## src/rtl/cmd_pkg.sv

```systemverilog
// Shared definitions for the command sequencer: command word layout, opcodes and FSM states.
package cmd_pkg;

   localparam int unsigned CMD_W = 6;

   localparam logic [1:0] OP_NOP   = 2'b00;
   localparam logic [1:0] OP_LOAD  = 2'b01;
   localparam logic [1:0] OP_STORE = 2'b10;
   localparam logic [1:0] OP_HALT  = 2'b11;

   typedef enum logic [1:0] {
      StIdle = 2'b00,
      StRun  = 2'b01,
      StDone = 2'b10
   } state_e;

   function automatic logic [7:0] decode_we(input logic [2:0] idx);
      return 8'b0000_0001 << idx;
   endfunction

endpackage

```

## src/rtl/cmd_mem.sv

```systemverilog
// Program memory for cmd_sequencer: register array cleared by reset, one write port and
// one combinational read port.
module cmd_mem
   import cmd_pkg::*;
#(
   parameter int unsigned NUM_CMDS = 16,
   parameter int unsigned PC_W     = 4
) (
   input  logic             Clk,
   input  logic             Reset,
   input  logic             wr_en,
   input  logic [PC_W-1:0]  wr_addr,
   input  logic [CMD_W-1:0] wr_data,
   input  logic [PC_W-1:0]  rd_addr,
   output logic [CMD_W-1:0] rd_data
);

   logic [CMD_W-1:0] mem_q [NUM_CMDS];

   always_ff @(posedge Clk or posedge Reset) begin
      if (Reset) begin
         for (int i = 0; i < int'(NUM_CMDS); i++) begin
            mem_q[i] <= '0;
         end
      end else if (wr_en) begin
         mem_q[wr_addr] <= wr_data;
      end
   end

   assign rd_data = mem_q[rd_addr];

endmodule

```

## src/rtl/cmd_sequencer.sv

```systemverilog
// Programmable command sequencer driving register write enables, store mux select and
// data-memory write enable. Optional store timeout enabled by defining STORE_TIMEOUT_EN.
module cmd_sequencer
   import cmd_pkg::*;
#(
   parameter int unsigned NUM_CMDS = 16,
   parameter int unsigned PC_W     = 4,
   parameter int unsigned TIMEOUT  = 8
) (
   input  logic            Clk,
   input  logic            Reset,
   input  logic            start,
   input  logic            prog_we,
   input  logic [PC_W-1:0] prog_addr,
   input  logic [5:0]      prog_data,
   input  logic            mem_ready,
   output logic            busy,
   output logic            done,
   output logic            error,
   output logic [PC_W-1:0] pc,
   output logic [7:0]      we,
   output logic [1:0]      jklm_select,
   output logic            data_we
);

   state_e           state_q;
   logic [PC_W-1:0]  pc_q;
   logic [CMD_W-1:0] cmd;
   logic [1:0]       op;
   logic [3:0]       arg;
   logic             run;
   logic             last_cmd;
   logic             step;
   logic             unused_arg;

   // Program writes are only accepted while not executing.
   cmd_mem #(
      .NUM_CMDS (NUM_CMDS),
      .PC_W     (PC_W)
   ) u_cmd_mem (
      .Clk     (Clk),
      .Reset   (Reset),
      .wr_en   (prog_we & ~busy),
      .wr_addr (prog_addr),
      .wr_data (prog_data),
      .rd_addr (pc_q),
      .rd_data (cmd)
   );

   assign op         = cmd[5:4];
   assign arg        = cmd[3:0];
   assign unused_arg = arg[3];
   assign run        = (state_q == StRun);
   assign last_cmd   = (pc_q == PC_W'(NUM_CMDS - 1));

   // Command completes this cycle and the program moves on (or implicitly halts).
   assign step = run && ((op == OP_NOP) || (op == OP_LOAD) || ((op == OP_STORE) && mem_ready));

`ifdef STORE_TIMEOUT_EN
   localparam int unsigned CNT_W = (TIMEOUT > 1) ? $clog2(TIMEOUT) : 1;

   logic [CNT_W-1:0] stall_q;
   logic             error_q;
   logic             stall_expired;

   assign stall_expired = (stall_q == CNT_W'(TIMEOUT - 1));
   assign error         = error_q;
`else
   logic unused_timeout;

   assign unused_timeout = (TIMEOUT == 0);
   assign error          = 1'b0;
`endif

   always_ff @(posedge Clk or posedge Reset) begin
      if (Reset) begin
         state_q <= StIdle;
         pc_q    <= '0;
`ifdef STORE_TIMEOUT_EN
         stall_q <= '0;
         error_q <= 1'b0;
`endif
      end else begin
         unique case (state_q)
            StIdle: begin
               if (start) begin
                  state_q <= StRun;
                  pc_q    <= '0;
`ifdef STORE_TIMEOUT_EN
                  stall_q <= '0;
                  error_q <= 1'b0;
`endif
               end
            end
            StRun: begin
               if (step) begin
                  if (last_cmd) begin
                     state_q <= StDone;
                  end else begin
                     pc_q <= pc_q + PC_W'(1);
                  end
`ifdef STORE_TIMEOUT_EN
                  stall_q <= '0;
`endif
               end else if (op == OP_HALT) begin
                  state_q <= StDone;
               end
`ifdef STORE_TIMEOUT_EN
               else if (stall_expired) begin
                  state_q <= StDone;
                  error_q <= 1'b1;
                  stall_q <= '0;
               end else begin
                  stall_q <= stall_q + CNT_W'(1);
               end
`endif
            end
            StDone: state_q <= StIdle;
            default: state_q <= StIdle;
         endcase
      end
   end

   always_comb begin
      busy        = run;
      done        = (state_q == StDone);
      pc          = pc_q;
      we          = '0;
      jklm_select = '0;
      data_we     = 1'b0;
      if (run) begin
         if (op == OP_LOAD) begin
            we = decode_we(arg[2:0]);
         end else if (op == OP_STORE) begin
            data_we     = 1'b1;
            jklm_select = arg[1:0];
         end
      end
   end

endmodule
```

## config.mk

```make
export PLATFORM = sky130hd
export DESIGN_NAME = cmd_sequencer
export DESIGN_NICKNAME = d
export VERILOG_FILES = /design/src/rtl/cmd_pkg.sv /design/src/rtl/cmd_mem.sv /design/src/rtl/cmd_sequencer.sv
export SDC_FILE = /design/constraint.sdc
export NUM_CORES = 1
export LEC_CHECK = 0
export ABC_AREA = 1
export CAP_MARGIN = 0
export CELL_PAD_IN_SITES_DETAIL_PLACEMENT = 1
export CELL_PAD_IN_SITES_GLOBAL_PLACEMENT = 1
export CORE_MARGIN = 2
export CORE_UTILIZATION = 44
export DETAILED_ROUTE_END_ITERATION = 7
export PLACE_DENSITY = 0.8
export RECOVER_POWER = 100
export SLEW_MARGIN = 20
export SYNTH_ARGS = -nofsm -noshare
export SYNTH_HDL_FRONTEND = slang
export SYNTH_SLANG_ARGS = --single-unit
```

## constraint.sdc

```tcl
create_clock -name Clk -period 3.2 [get_ports Clk]
set_clock_uncertainty 0.2 [all_clocks]
set_input_delay 0.64 -clock Clk [delete_from_list [all_inputs] [get_ports Clk]]
set_output_delay 0.64 -clock Clk [all_outputs]
set_load 0.02 [all_outputs]
```

# After elaboration in Yosys (flattened, before gate mapping)
# Cells that the tools add are included.
[word_totals]
latch_bits = 0
wordCells = 71
mem_bits_rw = 0
output_inout_bits = 18
memories = 0
rom_bits = 0
register_bits = 102
in_bits = 15
[op_classes]
n_bitwise = 4
multipliers = 0
n_mux = 23
shifts = 1
n_addsub = 1
n_div = 0
n_eq_ne = 11
n_lt_le_gt_ge = 3
reduce_logical = 10
[ops]
columns = ["operator", "n"]
rows = [
  ["96-bit bitwise mux", 1],
  ["6-bit binary-select mux with 4-bit select", 1],
  ["6-bit demux with 4-bit select", 1],
  ["6-bit two-way mux", 3],
  ["8-bit two-way mux", 2],
  ["2-bit two-way mux", 7],
  ["4-bit two-way mux", 3],
  ["5-bit >= comparator, second input constant", 2],
  ["4-bit inverter with 5-bit output", 2],
  ["4-bit one-hot mux with 2 select lines", 1],
  ["1-bit by 3-bit left shift with 8-bit output, first input constant", 1],
  ["2-bit equality test, second input constant", 3],
  ["5-bit by 1-bit < comparator with 1-bit output, second input constant", 1],
  ["4-bit by 1-bit adder with 4-bit output, second input constant", 1],
  ["2-bit by 1-bit equality test with 1-bit output, second input constant", 2],
  ["4-bit equality test, second input constant", 1],
  ["2-bit zero test", 2],
  ["2-bit != test, second input constant", 2],
  ["2-bit one-hot mux with 2 select lines", 1],
  ["4-bit AND reduction", 1],
  ["1-bit logical AND", 3],
  ["1-bit two-way mux", 3],
  ["3-bit by 1-bit != test with 1-bit output, second input constant", 1],
  ["3-bit != test, second input constant", 1],
  ["other kinds (6)", 7],
]

# Depth between registers and ports, before layout
# Gate-level depths: netlist (run 1).
[logic_depth]
word_depth = 10
depth_mapped = 13

# Cells and area by module
# A second synthesis (run 1) with hierarchy kept.
[unflattened]
cells_unflattened = 721
area_unflattened_um2 = 5297.6
[modules_own_cells]
columns = ["module", "instances", "area_per_inst_um2", "cells_each"]
rows = [
  ["cmd_mem", 1, 4812.1, 644],
  ["cmd_sequencer", 1, 485.5, 77],
]

# Least setup slack after synthesis (run 1)
# Ideal clock, no wire load.
[synth_path]
kind = "register to output"
from = "register pc_q[0] (netlist: pc[0])"
to = "output port we[3]"
t_required_ns = 2.360
t_arrival_ns = 1.741
path_stages_with_launch = 13
setup_slack_ns = 0.619
n_path_buf = 2
cell_sequence = "dfrtp_1 -> buf_6 -> inv_4 -> buf_6 -> nand2_1 -> nand2_1 -> nand2_1 -> nand3_1 -> nand3_2 -> nand2_4 -> nor2_4 -> nand3_2 -> nor2_1"
[synth_between]
elab_chain_len = 7
[synth_lines]
columns = ["item", "line_no", "source"]
rows = [
  ["start, declared", "cmd_sequencer.sv:27", "logic [PC_W-1:0] pc_q;"],
  ["start signal, assigned", "cmd_sequencer.sv:100", "pc_q <= pc_q + PC_W'(1);"],
  ["4-bit inverter with 5-bit output (implied by the code) (*)", "cmd_mem.sv:30", "assign rd_data = mem_q[rd_addr];"],
  ["6-bit binary-select mux with 4-bit select (*)", "cmd_mem.sv:30", ""],
  ["6-bit two-way mux (implied by the code) (*) (2 in a row)", "cmd_mem.sv:30", ""],
  ["2-bit by 1-bit equality test with 1-bit output or 1-bit by 3-bit left shift with 8-bit output (tied branches)", "cmd_sequencer.sv:132, cmd_pkg.sv:18", ""],
  ["8-bit two-way mux (*)", "cmd_sequencer.sv:132", "if (op == OP_LOAD) begin"],
  ["8-bit two-way mux (*)", "cmd_sequencer.sv:131", "if (run) begin"],
  ["end, declared", "cmd_sequencer.sv:21", "output logic [7:0] we,"],
]
# Mark *: on every way between the ends. The rest lies on a longest branch, timed or not. The select of a mux whose other input is x is not followed.

# Final worst setup path (run 1)
[layout_path]
from = "register pc_q[0] (netlist: pc[0])"
to = "output port we[2]"
# The elaborated chain is that of the path after synthesis.

==> impl_metrics.yaml, run 1 <==
cells_and_area:
  regArea_mm2: 0.002153
  nets: 582
  postLayoutCoreUtil: 0.5304
  multiInputGateArea_mm2: 0.001862
  area_delta_synth_final_pct: 15.58
  antenna_cells: 0
  nFillCells: 1162
  drive_gt1_frac: 0.1454
synth:
  synthMuxAreaShare: 0
  yosys.area_share.simple: 0.2873
  synth_ff_type: "dfrtp_1"
  yosysTopAreaCell: "dfrtp_1"
  synth.most_common_cell: "nand2_1"
  synth_top_family_by_area: "simple AND/OR/NAND/NOR gates"
  synth_area_per_cell_um2: 8.031
  synthCells: 533
  ys_ff_latch: 86
  synth-edff-count: 0
  ys_seq_area_frac: 0.5028
  syn_nets: 549
  synth.distinct_cells: 30
  synth_area_mm2: 0.004280
  synthAdderAreaFrac: 0.002923
  synthTopCellsByCount: "160 x nand2_1, 96 x o21ai_0, 86 x dfrtp_1"
  synth.top_cell.area_share: 0.5028
  synth-compound-area-share: 0.1421
  ys_async_sr_fraction: 1.000
  synth_xor_area_frac: 0.002046
  netlist_top_cells_area: "dfrtp_1 50%, nand2_1 14%, o21ai_0 11%"
  yosys_warnings: 0
clock_network:
  clk_pin_slew_ps: 90
  cts_buffers: 9
  insertion_delay_ps: 360
  cts_tree: "done"
  htreeDepth: 3
  cts-root-buf: "clkbuf_8"
  postCtsHoldBufs: 0
  clock_sinks: 86
  clock_path_buffers: 2
pwr:
  powerDensity_mw_per_mm2: 983.8
  p_switching_mw: 1.988
  swShare: 0.4085
  seqPwrFrac: 0.379
  max-vdd-ir-drop_v: 0.0003502
  clock_power_share: 0.211
  total_leakage_power_nw: 2.356
  comb_power_share: 0.410
  p_int_mw: 2.879
  power.total_mw: 4.867
timing:
  setup_viol: 0
  maxSlewViolCount: 87
  fin_setup_tns_ps: 0
  fin_crit_sh: 0.9611
  tightest_slew_ps: 1936
  setup_slack_ps: 124.3
  maxSlewHeadroom: -0.2905
  fmax_ghz: 0.3251
  finalHoldViolations: 0
  hold_ws_ps: 287.8
  final.min_clock_period_ps: 3076
floorplanning:
  initial_core_util: 0.4589
  die_h_um: 102.6
  core_mm2: 0.009328
  dieArea_mm2: 0.01053
  design.portCount: 33
  die_w_um: 102.6
  num_rows: 35
grt:
  grt_pass1_vias: 3941
  grt_antenna_before_repair: 0
  track_usage: 0.2559
  grt_max_degree: 87
  grt_first_pass_wirelength_um: 20280
  grt.overflow.total: 0
worst_hold_path:
  holdPathStages: 2
  hold_start: "u_cmd_mem.mem_q[88]$_DFFE_PP0P_"
  min_path_type: "register to register"
  hold_end: "u_cmd_mem.mem_q[88]$_DFFE_PP0P_"
critical_path:
  reg2reg_to: "u_cmd_mem.mem_q[74]$_DFFE_PP0P_"
  cp-start-kind: "register"
  rr_startpoint: "state_q[0]$_DFFE_PP0P_"
  critPathArrivalTime_ps: 2240
  cp-end-kind: "output port"
  worstSetupPathType: "register to output port"
  regToRegSetupSlack_ps: 900
  crit_fanout: 23
  crit_required_ps: 2360
  r2r_cells: 6
route:
  drc_errors: 0
  drt_first_iter_violations: 214
  final_antenna_net_count: 0
  dr.pass1.iters: 5
  avgViaCountPerCell: 5.446
  vias: 3812
  wl_per_cell_um: 17.71
  drt-total-wl_um: 12400
place:
  hpwl_um: 8230
  numPortBuffers: 30
  dp_slack_ps: -0.07794
  place.gp.congestion: 0.8134
status:
  violations: "capacitance limit, slew limit"
  outcome: "finished with violations"
flow_run:
  drv_cap: 1
==> per-layer routing <==
layer	wire length, um	GRT usage	part of all wire	up-vias
met3	349	0.04000	0.028	16
met4	186	0.06051	0.015	0
met5	0	0	0	-
li1	-	-	-	1793
met2	6169	0.4299	0.50	74
met1	5693	0.3505	0.46	1929
==> timing repair <==
action / 4_1_cts / 5_1_grt
endpoints found under the setup margin: 11 / 11
pin swaps: 0 / 1
gates cloned: 0 / 0
setup buffers: 2 / 0
gates resized for setup: 29 / 19
==> state kept, by name, indices dropped and copies added, names as in the netlist <==
| signal | count |
|---|---|
| state_q | 2 |
| pc | 4 |
| u_cmd_mem.mem_q | 80 |
==> how the worst max path moves through the flow <==
stage / start / end / slack (ps) / cells past startpoint
2_1_floorplan: Reset / pc[0]$_DFFE_PP0P_ / 140 / 1
3_3_place_gp: pc[0]$_DFFE_PP0P_ / we[3] / 70 / 12
3_5_place_dp: pc[0]$_DFFE_PP0P_ / we[3] / -0.08 / 12
4_1_cts: pc[0]$_DFFE_PP0P_ / we[7] / 3 / 11
5_1_grt: pc[0]$_DFFE_PP0P_ / we[1] / -20 / 13
6_report: pc[0]$_DFFE_PP0P_ / we[2] / 120 / 13
==> cell type report <==
| type | instances | area share |
|---|---|---|
| multi-input combinational | 394 | 0.3763 |
| clock inverter | 7 | 0.02908 |
| tap | 129 | 0.03263 |
| timing repair buffer | 43 | 0.07587 |
| inverter | 32 | 0.02580 |
| clock buffer | 9 | 0.02504 |
| sequential | 86 | 0.4353 |
==> kinds of logic (layout without fill, tap and decap cells) <==
| logic type | after synthesis | after routing |
|---|---|---|
| xor gates and xnor gates | 1 | 1 |
| other | 1 | 1 |
| AOI/OAI and AO/OA | 119 | 119 |
| and+or+nand+nor | 272 | 272 |
| DFF | 86 | 86 |
| buffers and inverters | 53 | 91 |
| adders and majority gates | 1 | 1 |
==> placed cells by master (no fill, tap or decap), types with 2 or more instances in the layout <==
master and instances:
buf_6 2, clkbuf_2 5, nor2_1 46, nand2_2 19, o21ai_0 96, nand3_1 24
nor3_4 3, nand4_1 2, clkdlybuf4s50_1 19, clkinvlp_4 3, inv_2 4, o22ai_1 8
buf_12 2, nand3_2 6, dfrtp_1 85, buf_2 6, nor2_2 4, nand2_1 160
o21ai_1 13, inv_1 25, buf_4 9, nor3_1 4, bufinv_16 4, clkbuf_8 9
==> critical path, stage by stage (launching register included) <==
cell      delay, ps
dfrtp_2         460
inv_4           120
buf_12          170
nand2_1          70
nand2_1          60
nand2_1          50
nand3_1         140
nand3_2         130
nand2_2         100
inv_2            40
nor2_4          120
nand3_2         120
nor2_1          120
clkbuf_2        180
==> power groups by stage <==
stage | clock network [mW] | registers [mW] | logic [mW]
final | 1.03 | 1.84 | 2.00
after global routing | 1.09 | 1.90 | 2.26
after CTS | 1.04 | 1.84 | 2.00
after detailed placement | 0 | 1.85 | 1.95
after global placement | 0 | 1.81 | 1.86
after floorplan | 0 | 1.79 | 1.40
==> per-stage QoR <==
stage / std cells / instance area [um2]
3_5_place_dp: 682 / 4708
4_1_cts: 700 / 5020
2_1_floorplan: 533 / 4280
3_3_place_gp: 682 / 4708
6_report: 700 / 4947
5_1_grt: 700 / 4947
Note: power is estimated with default switching activity, not from simulation.
==> inputs of run 2 (changes only) <==
- RECOVER_POWER: 100 -> 50
==> results of run 2 <==
The final DEF is identical to that of run 1; final timing and power are the same.
==> edit (config.mk and constraints of run 2) <==
Add a define of `STORE_TIMEOUT_EN`.
--- a/src/rtl/cmd_sequencer.sv
+++ b/src/rtl/cmd_sequencer.sv
@@ -1,5 +1,7 @@
 // Programmable command sequencer driving register write enables, store mux select and
 // data-memory write enable. Optional store timeout enabled by defining STORE_TIMEOUT_EN.
+`define STORE_TIMEOUT_EN
+
 module cmd_sequencer
    import cmd_pkg::*;
 #(
Behaviour: no difference found for any inputs over 4 cycles, from zero or initial values and one cycle with Reset high; that may be too few to reach the edited logic, so the function may still have changed.
==> edit against run 2 <==
  * Synthesized cell count grew 3.0%
  * Wire length grew 11%
  * Highest routed layer unchanged
  * Sequential cell count grew 4
  * Final cell count grew 4.3%
  * Design area grew 5.5%
  * Worst setup slack lost 0.14 ns
  * Sequential share of layout area shrank 0.34 points
  * Total power grew 2.4%
  * Non-clock buffer count grew 10
  * Clock power shrank 21%
  * The flow finishes with violations (setup timing)
  * Synthesized area grew 1.5%
  * Register-to-register slack gained 0.10 ns
==> edit: results <==
export IMPL_run_status="complete, but fails checks"
export IMPL_failed_checks="setup timing"
export IMPL_nNonClkBuffers=53
export IMPL_nMultiInputCombCells=391
export IMPL_fill_cells=1181
export IMPL_drt_initial_drc_count=197
export IMPL_power_frac_clock=0.163
export IMPL_peakVddDrop_mv=0.322
export IMPL_insertion_delay_ns=0.39
export IMPL_worstMarginPinSlew_ns=1.09
export IMPL_placer_s_final_routability_congestion_estimate=0.833
export IMPL_non_clk_invs=47
export IMPL_maximum_fanout_along_the_worst_path=10
export IMPL_leakage_power_figure_nw=2.52
export IMPL_dpl_hpwl_um=8840
export IMPL_synth_seq_cells=90
export IMPL_cp_top_family="buffers and inverters"
export IMPL_min_delay_worst_endpoint="error"
export IMPL_detail_route_first_pass_iterations=4
export IMPL_regToRegSetupSlack_ns=1.00
export IMPL_layout_clock_cell_area_share=0.0379
export IMPL_first_pass_grt_wire_length_um=21000
export IMPL_power_switching_fraction=0.419
export IMPL_r2r_end="u_cmd_mem.mem_q[59]"
export IMPL_gr_usage_all_layers=0.263
export IMPL_setup_ws_ns=-0.0110
export IMPL_fraction_of_layout_instances_using_a_drive_strength_above_1=0.139
export IMPL_multiInputGateArea_um2=1890
export IMPL_vias=3988
export IMPL_totalNegativeSetupSlack_ns=-0.0110
export IMPL_share_comb_of_total_power=0.450
export IMPL_pwr_group_combinational_mw=2.24
export IMPL_finalSetupViolations=1
export IMPL_cp_data_arrival_time_ns=2.37
==> edit: cell types whose count changed after synthesis, moves of 5 or more <==
cell / delta
o221ai_1: +6
clkbuf_1: +5
nand2_1: +12
o211ai_1: +6
inv_1: +13
nand2_2: -17
nand3_1: +6
==> edit: worst max-delay path by stage <==
| stage | start | to | slack (ns) | cells after the start |
|---|---|---|---|---|
| 4_1_cts | pc[0] | jklm_select[1] | 0.0005 | 12 |
| 2_1_floorplan | Reset | error | 0.02 | 1 |
| 5_1_grt | pc[0] | we[0] | -0.1 | 14 |
| 3_5_place_dp | pc[1] | we[7] | -0.06 | 9 |
| 6_report | pc[0] | we[7] | -0.01 | 10 |
| 3_3_place_gp | pc[0] | we[0] | 0.1 | 9 |
==> edit: kinds of logic after synthesis <==
| group | count (synthesis) | synth area share |
|---|---|---|
| buffers and inverters | 68 | 0.0680 |
| XOR/XNOR | 1 | 0.00202 |
| flip-flops | 90 | 0.519 |
| AO/OA/AOI/OAI | 129 | 0.160 |
| adder cells (fa/ha/maj) | 3 | 0.00864 |
| AND/OR/NAND/NOR | 258 | 0.243 |
==> edit: what timing repair did <==
item,in CTS,in global routing
cloned,0,3
buffers inserted,2,2
resized for setup,42,40
pin swaps,4,11
endpoints found under the setup margin,11,11
==> edit: routing by layer <==
metal | up-vias | track usage | wire length [µm]
li1 | 1879 | - | -
met2 | 74 | 0.447 | 6990
met4 | 0 | 0.104 | 302
met3 | 28 | 0.0484 | 560
met5 | - | 0 | 0
met1 | 2007 | 0.333 | 5940
==> edit: metrics by stage <==
step           cell area [µm²]  setup WS [ns]
2_1_floorplan             4340         0.0247
3_3_place_gp              4860         0.0998
3_5_place_dp              4860        -0.0607
4_1_cts                   5090       0.000491
5_1_grt                   5220        -0.0997
6_report                  5220        -0.0110
